`config.mk`:
```
export PLATFORM = sky130hd
export DESIGN_NAME = ps2_key_decoder
export DESIGN_NICKNAME = d
export VERILOG_FILES = /design/src/rtl/ps2_key_decoder.sv
export SDC_FILE = /design/constraint.sdc
export NUM_CORES = 1
export LEC_CHECK = 0
export BUFFER_PORTS_ARGS = -buffer_cell sky130_fd_sc_hd__buf_2
export CELL_PAD_IN_SITES_DETAIL_PLACEMENT = 2
export CELL_PAD_IN_SITES_GLOBAL_PLACEMENT = 2
export CORE_MARGIN = 2
export CORE_UTILIZATION = 35
export CTS_CLUSTER_DIAMETER = 30
export DETAILED_ROUTE_END_ITERATION = 10
export PLACE_DENSITY = 0.75
export RECOVER_POWER = 25
export SLEW_MARGIN = 15
export SYNTH_ARGS = -nofsm -noshare
export SYNTH_HDL_FRONTEND = slang
export SYNTH_SLANG_ARGS = --single-unit
```
`constraint.sdc`:
```
create_clock -name clk -period 3.9 [get_ports clk]
set_input_delay 0.78 -clock clk [delete_from_list [all_inputs] [get_ports clk]]
set_output_delay 0.78 -clock clk [all_outputs]
set_load 0.02 [all_outputs]
```
`src/rtl/ps2_key_decoder.sv`:
```
// PS/2 keyboard receiver: it synchronizes and filters the line, frames 11-bit bytes,
// and strips the E0/F0 prefixes into key events with an auto-repeat-free Enter strobe.
module ps2_key_decoder #(
    parameter int FILTER_LEN     = 4,
    parameter int TIMEOUT_CYCLES = 200000
) (
    input  logic       clk,
    input  logic       reset,
    input  logic       ps2_clk,
    input  logic       ps2_data,
    output logic       key_valid,
    output logic [7:0] key_code,
    output logic       key_break,
    output logic       key_extended,
    output logic       enter_pulse,
    output logic       frame_err
);
    localparam int FW = $clog2(FILTER_LEN + 1);
    localparam int TW = $clog2(TIMEOUT_CYCLES + 1);
    localparam logic [7:0] CODE_EXT   = 8'hE0;
    localparam logic [7:0] CODE_BRK   = 8'hF0;
    localparam logic [7:0] CODE_ENTER = 8'h5A;

    typedef enum logic {IDLE, RECV} state_t;

    state_t      state_q, state_d;
    logic        clk_s1_q, clk_s1_d, clk_s2_q, clk_s2_d;
    logic        dat_s1_q, dat_s1_d, dat_s2_q, dat_s2_d;
    logic        filt_q, filt_d;
    logic [FW-1:0] filt_cnt_q, filt_cnt_d;
    logic [TW-1:0] tmo_q, tmo_d;
    logic [3:0]  bit_cnt_q, bit_cnt_d;
    logic [10:0] shift_q, shift_d;
    logic        ext_q, ext_d, brk_q, brk_d, held_q, held_d;
    logic        key_valid_q, key_valid_d;
    logic [7:0]  key_code_q, key_code_d;
    logic        key_break_q, key_break_d;
    logic        key_ext_q, key_ext_d;
    logic        enter_q, enter_d;
    logic        ferr_q, ferr_d;
    logic        flip, fall, frame_ok;
    logic [7:0]  rx_byte;

    always_comb begin
        clk_s1_d = ps2_clk;
        clk_s2_d = clk_s1_q;
        dat_s1_d = ps2_data;
        dat_s2_d = dat_s1_q;

        // The filtered clock follows the synchronized one only after FILTER_LEN
        // consecutive disagreeing samples, so short glitches never reach the FSM.
        flip       = 1'b0;
        filt_d     = filt_q;
        filt_cnt_d = '0;
        if (clk_s2_q != filt_q) begin
            if (filt_cnt_q == FW'(FILTER_LEN - 1)) begin
                flip   = 1'b1;
                filt_d = ~filt_q;
            end else begin
                filt_cnt_d = filt_cnt_q + FW'(1);
            end
        end
        fall = flip & filt_q;

        tmo_d = flip ? '0 : ((tmo_q >= TW'(TIMEOUT_CYCLES)) ? tmo_q : tmo_q + TW'(1));

        state_d     = state_q;
        bit_cnt_d   = bit_cnt_q;
        shift_d     = shift_q;
        ext_d       = ext_q;
        brk_d       = brk_q;
        held_d      = held_q;
        key_valid_d = 1'b0;
        key_code_d  = key_code_q;
        key_break_d = key_break_q;
        key_ext_d   = key_ext_q;
        enter_d     = 1'b0;
        ferr_d      = 1'b0;
        frame_ok    = 1'b0;
        rx_byte     = shift_d[8:1];

        case (state_q)
            IDLE: begin
                if (fall && !dat_s2_q) begin
                    shift_d   = {dat_s2_q, shift_q[10:1]};
                    bit_cnt_d = 4'd1;
                    state_d   = RECV;
                end
            end
            RECV: begin
                if (fall) begin
                    shift_d   = {dat_s2_q, shift_q[10:1]};
                    bit_cnt_d = bit_cnt_q + 4'd1;
                    if (bit_cnt_q == 4'd10) begin
                        state_d  = IDLE;
                        rx_byte  = shift_d[8:1];
                        frame_ok = ~shift_d[0] & shift_d[10] & (^shift_d[9:1]);
                        if (!frame_ok) begin
                            ferr_d = 1'b1;
                            ext_d  = 1'b0;
                            brk_d  = 1'b0;
                        end else if (rx_byte == CODE_EXT) begin
                            ext_d = 1'b1;
                        end else if (rx_byte == CODE_BRK) begin
                            brk_d = 1'b1;
                        end else begin
                            key_valid_d = 1'b1;
                            key_code_d  = rx_byte;
                            key_break_d = brk_q;
                            key_ext_d   = ext_q;
                            ext_d       = 1'b0;
                            brk_d       = 1'b0;
                            // Typematic repeats of a held Enter keep key_valid but not enter_pulse.
                            if (rx_byte == CODE_ENTER) begin
                                enter_d = ~brk_q & ~held_q;
                                held_d  = ~brk_q;
                            end
                        end
                    end
                end else if (tmo_q >= TW'(TIMEOUT_CYCLES)) begin
                    state_d = IDLE;
                end
            end
            default: state_d = IDLE;
        endcase
    end

    always_ff @(posedge clk) begin
        if (reset) begin
            state_q     <= IDLE;
            clk_s1_q    <= 1'b1;
            clk_s2_q    <= 1'b1;
            dat_s1_q    <= 1'b1;
            dat_s2_q    <= 1'b1;
            filt_q      <= 1'b1;
            filt_cnt_q  <= '0;
            tmo_q       <= '0;
            bit_cnt_q   <= '0;
            shift_q     <= '0;
            ext_q       <= 1'b0;
            brk_q       <= 1'b0;
            held_q      <= 1'b0;
            key_valid_q <= 1'b0;
            key_code_q  <= 8'h00;
            key_break_q <= 1'b0;
            key_ext_q   <= 1'b0;
            enter_q     <= 1'b0;
            ferr_q      <= 1'b0;
        end else begin
            state_q     <= state_d;
            clk_s1_q    <= clk_s1_d;
            clk_s2_q    <= clk_s2_d;
            dat_s1_q    <= dat_s1_d;
            dat_s2_q    <= dat_s2_d;
            filt_q      <= filt_d;
            filt_cnt_q  <= filt_cnt_d;
            tmo_q       <= tmo_d;
            bit_cnt_q   <= bit_cnt_d;
            shift_q     <= shift_d;
            ext_q       <= ext_d;
            brk_q       <= brk_d;
            held_q      <= held_d;
            key_valid_q <= key_valid_d;
            key_code_q  <= key_code_d;
            key_break_q <= key_break_d;
            key_ext_q   <= key_ext_d;
            enter_q     <= enter_d;
            ferr_q      <= ferr_d;
        end
    end

    assign key_valid    = key_valid_q;
    assign key_code     = key_code_q;
    assign key_break    = key_break_q;
    assign key_extended = key_ext_q;
    assign enter_pulse  = enter_q;
    assign frame_err    = ferr_q;
endmodule
```
# --- After elaboration in Yosys (flattened, before gate mapping) ---
# Cells that the tools add are included.
# Widths: inputs -> output; s select.
classes:
  addsub: 3
  magnitude_cmp: 1
  n_eq_ne: 10
  n_mux: 21
  bitwise_logic: 16
  n_reduce_logical: 14
op_table:
  columns: ["op", "n"]
  rows:
  - ["$mux 11", 2]
  - ["$pmux 11 s2", 1]
  - ["$add 18x1->18 const B", 1]
  - ["$ge 18x18->1 const B", 1]
  - ["$eq 8x8->1 const B", 2]
  - ["$mux 1", 14]
  - ["$not 1->1", 12]
  - ["$reduce_xor 9->1", 1]
  - ["$eq 8x7->1 const B", 1]
  - ["$mux 4", 2]
  - ["$pmux 4 s2", 1]
  - ["$reduce_and 4->1", 2]
  - ["$reduce_or 8->1", 1]
  - ["$reduce_and 7->1", 1]
  - ["$reduce_and 6->1", 1]
  - ["$reduce_or 6->1", 1]
  - ["$add 4x1->4 const B", 1]
  - ["$and 1x1->1", 4]
  - ["$eq 4x4->1 const B", 1]
  - ["$ne 2x2->1 const B", 2]
  - ["$reduce_and 2->1", 2]
  - ["$reduce_or 4->1", 1]
  - ["$add 3x1->3 const B", 1]
  - ["$eq 3x2->1 const B", 1]
  - ["other kinds (8)", 8]
word_totals:
  register_bits: 58
  in_bits: 4
  elab_cells: 84

# --- Logic depth before layout (Yosys ltp) ---
depth:
  depth_word: 7
  depth_mapped: 8
  mapped_depth_nobuf: 7

# --- Worst setup path before layout ---
# Ideal clock, no wire load.
synth_path:
  kind: "reg-to-reg"
  from: "register shift_q[6]"
  to: "register key_break_q (netlist: key_break)"
  setup_time_ps: 128
  arrival_ps: 1988
  required_time_ps: 3772
  path_slack_ps: 1784
  stages_incl_launch_ff: 9
  cell_sequence: "dfxtp_1 inv_1 ha_1 xnor3_1 xnor2_1 nor4_4 buf_6 mux2i_1 nor2_1"
synth_between:
  elab_chain_len: 3
synth_rtl:
  columns: ["element", "line", "rtl"]
  rows:
  - ["from (decl)", "33", "logic [10:0] shift_q, shift_d;"]
  - ["from (signal assigned)", "159", "shift_q <= shift_d;"]
  - ["$reduce_xor 9->1, or another cell as far along", "97", "frame_ok = ~shift_d[0] & shift_d[10] & (^shift_d[9:1]);"]
  - ["$and 1x1->1 / $not 1->1 (equally long branches)", null, null]
  - ["$reduce_and 6->1 (no source line) (*)", null, null]
  - ["to (signal assigned)", "165", "key_break_q <= key_break_d;"]
  - ["to (decl)", "37", "logic key_break_q, key_break_d;"]
# Mark *: on every way between the ends. The rest lies on a longest branch, timed or not.
# A chain may end at the register's enable or synchronous reset.

# --- Final worst setup path ---
layout_path:
  from: "register shift_q[6]"
  to: "register key_code_q[4] (netlist: key_code[4])"
layout_between:
  elab_chain_len: 3
layout_rtl:
  columns: ["element", "line", "rtl"]
  rows:
  - ["$reduce_xor 9->1, or another cell as far along", "97", null]
  - ["$and 1x1->1 / $not 1->1 (equally long branches)", null, null]
  - ["$reduce_and 6->1 (no source line)", null, null]
  - ["to (signal assigned)", "164", "key_code_q <= key_code_d;"]
  - ["to (decl)", "36", "logic [7:0] key_code_q, key_code_d;"]
# Parallel ways exist; a longest one is shown, timed or not.

==> impl_metrics.yaml <==
floorplanning:
  ios: 17
  dieArea_um2: 8090
  initial_core_util_pct: 35.8
  coreArea_um2: 7210
  die_w_um: 89.9
  fp.dieH_um: 89.9
  num_rows: 31
critical_path:
  path_class: "register to register"
  required_ns: 4.06
  start_kind: "register"
  cp_top_family: "simple AND/OR/NAND/NOR gates"
  crit_arrival_ns: 2.90
  slowest_delay_ns: 0.85
  worstPathCellList: "inv_1, ha_1, xnor3_1, xnor2_1, nor4_4, mux2i_1, nor2_1"
  path_buf_inv: 1
  slowest_stage: "nor4_4"
  cp_max_fo: 13
  critPathCaptureType: "register"
flow_run:
  maxCapViolations: 1
synthesis:
  synth.avg_cell_area_um2: 8.91
  ys_async_sr_fraction_pct: 0
  synth_seq_cells: 57
  ys_warn_count: 0
  synth_cells: 290
  synth_ff_type: "dfxtp_1"
  synth_area_um2: 2580
  yosysSeqAreaShare_pct: 44.1
  syn_nets: 309
  synth-edff-count: 0
  ys_types: 43
final_layout:
  final_common_cell: "dfxtp_1"
  fin_nets: 325
  syn2layout_area_growth_pct: 12.3
  drive_gt1_share_pct: 11.3
  antenna_cells: 0
  final_cell_mix: "dfxtp_1 (57), a21oi_1 (30), nor2_1 (27), nand2_1 (27), inv_1 (17)"
sta:
  rsz0062_at_grt: "false"
  fin_tns_setup_ns: 0
  tightest_slew_ns: 1.60
  setup_viol: 0
  post-route-period-util_pct: 70.3
  fin_worst_skew_ns: 0.00761
  maxSlewViolCount: 39
  whs_ns: 0.417
  relSlewSlack_pct: -6.61
  finalCriticalPeriod_ns: 2.74
  hold_violations: 0
  max_freq_mhz: 365
clocking:
  clkLatencyLatePin_ns: 0.33
  cts-root-buf: "clkbuf_8"
  h-tree-depth: 3
  cts.path.max_buffers: 2
  clkSinkCount: 57
  postCtsResizedCells: 0
  cts_tree: "done"
  cts_buffers: 9
  postCtsHoldBufs: 0
  clk_pin_slew_ns: 0.07
  cts_setup_buffers: 0
route:
  drc_errors: 0
  wl_per_cell_um: 15.2
  first_pass_iters: 4
  first_iter_violations: 65
  ant_nets: 0
  viasPerCell: 5.13
  routed_wl_um: 6220
  num_vias: 2102
placement:
  dp_hpwl_um: 4440
  port_buffers: 16
  place_congestion: 0.703
run_status:
  status: "complete, but fails checks"
  violations: "capacitance limit, slew limit"
grt:
  grt_pass1_wl_um: 10800
  grt_max_degree: 39
  antenna_found_initial: 0
  grt_pass1_vias: 2219
  grt_overflow_total: 0
  grt_use_total_pct: 16.6
power:
  power_leakage_nw: 1.03
  power_mw: 1.12
  cellPowerDensity_nw_per_um2: 385
  ir_drop_v: 0.000168
min_path:
  hp-class: "register to register"
[where the power goes]
| part | leakage [nW] | internal, mW | switching, mW |
|---|---|---|---|
| combinational | 0.481 | 0.00957 | 0.0205 |
| sequential | 0.461 | 0.588 | 0.00469 |
| clock | 0.0932 | 0.262 | 0.233 |
| total | 1.03 | 0.860 | 0.258 |
[worst paths after layout]
kind | depth (start not counted) | to | slack [ns] | start
max | 7 | key_code[4] | 1.16 | shift_q[6]
min | 1 | dat_s2_q | 0.42 | dat_s1_q
max reg2reg | 7 | key_code[4] | 1.16 | shift_q[6]
min reg2reg | 1 | dat_s2_q | 0.42 | dat_s1_q
[metrics by stage]
step | std cells | area [um^2] | worst slack (ns) | utilization [%]
2_1_floorplan | 290 | 2580 | 1.78 | -
3_3_place_gp | 394 | 2740 | 1.22 | 38.0
3_5_place_dp | 394 | 2740 | 1.13 | 38.0
4_1_cts | 410 | 2920 | 1.13 | 40.4
5_1_grt | 410 | 2900 | 0.947 | 40.3
6_report | 410 | 2900 | 1.16 | 40.3
[area by class of cell]
| type | count | area, um^2 |
|---|---|---|
| Fill cell | 831 | 4310 |
| Multi-Input combinational cell | 204 | 1330 |
| Sequential cell | 57 | 1140 |
| Clock buffer | 13 | 159 |
| Tap cell | 99 | 124 |
| Timing Repair Buffer | 17 | 76.3 |
| Inverter | 17 | 63.8 |
| Clock inverter | 3 | 15.0 |
[layer usage]
layer | wire [um] | global-route usage [%]
met5 | 0 | 0
met3 | 145 | 3.60
met2 | 3010 | 27.3
met1 | 2980 | 21.1
met4 | 90 | 6.92
[synth_stat cells (2+ instances only)]
| cell type | count | area, um^2 |
|---|---|---|
| and2b_2 | 2 | 17.5 |
| xor2_1 | 2 | 17.5 |
| a21o_2 | 2 | 17.5 |
| nor2_1 | 27 | 101 |
| or2_2 | 4 | 25.0 |
| buf_2 | 2 | 10.0 |
| o21a_1 | 2 | 15.0 |
| ha_1 | 15 | 188 |
| and2_1 | 2 | 12.5 |
| dfxtp_1 | 57 | 1140 |
| nor3_1 | 3 | 15.0 |
| a31oi_1 | 2 | 12.5 |
| nor4_1 | 2 | 12.5 |
| and3_1 | 3 | 18.8 |
| and4_1 | 4 | 35.0 |
| o21ai_0 | 15 | 75.1 |
| or3_1 | 14 | 87.6 |
| xnor2_1 | 3 | 26.3 |
| a21oi_1 | 30 | 150 |
| mux2i_1 | 12 | 120 |
| nand4_1 | 5 | 31.3 |
| nand2_1 | 27 | 101 |
| inv_1 | 17 | 63.8 |
| nand3_1 | 9 | 45.0 |
| o211ai_1 | 2 | 15.0 |
| clkbuf_1 | 9 | 33.8 |
| nand3b_1 | 2 | 15.0 |
[flip-flops by register name, summed over array words and instances, names as in the netlist]
name and count:
tmo_q 18, shift_q 10, key_code 8, bit_cnt_q 4
filt_cnt_q 3, brk_q 1, clk_s1_q 1, clk_s2_q 1
dat_s1_q 1, dat_s2_q 1, enter_pulse 1, ext_q 1
filt_q 1, frame_err 1, held_q 1, key_break 1
key_extended 1, key_valid 1, state_q 1
[cells by family after synthesis]
group	after synthesis	share of synthesized area, %
xor+xnor	6	2.57
simple gates	111	23.4
fa+ha+maj	15	7.26
mux	12	4.65
buf+inv	29	4.60
compound gates	60	13.4
flops	57	44.1
No activity file was read; power rests on OpenSTA's default activity.
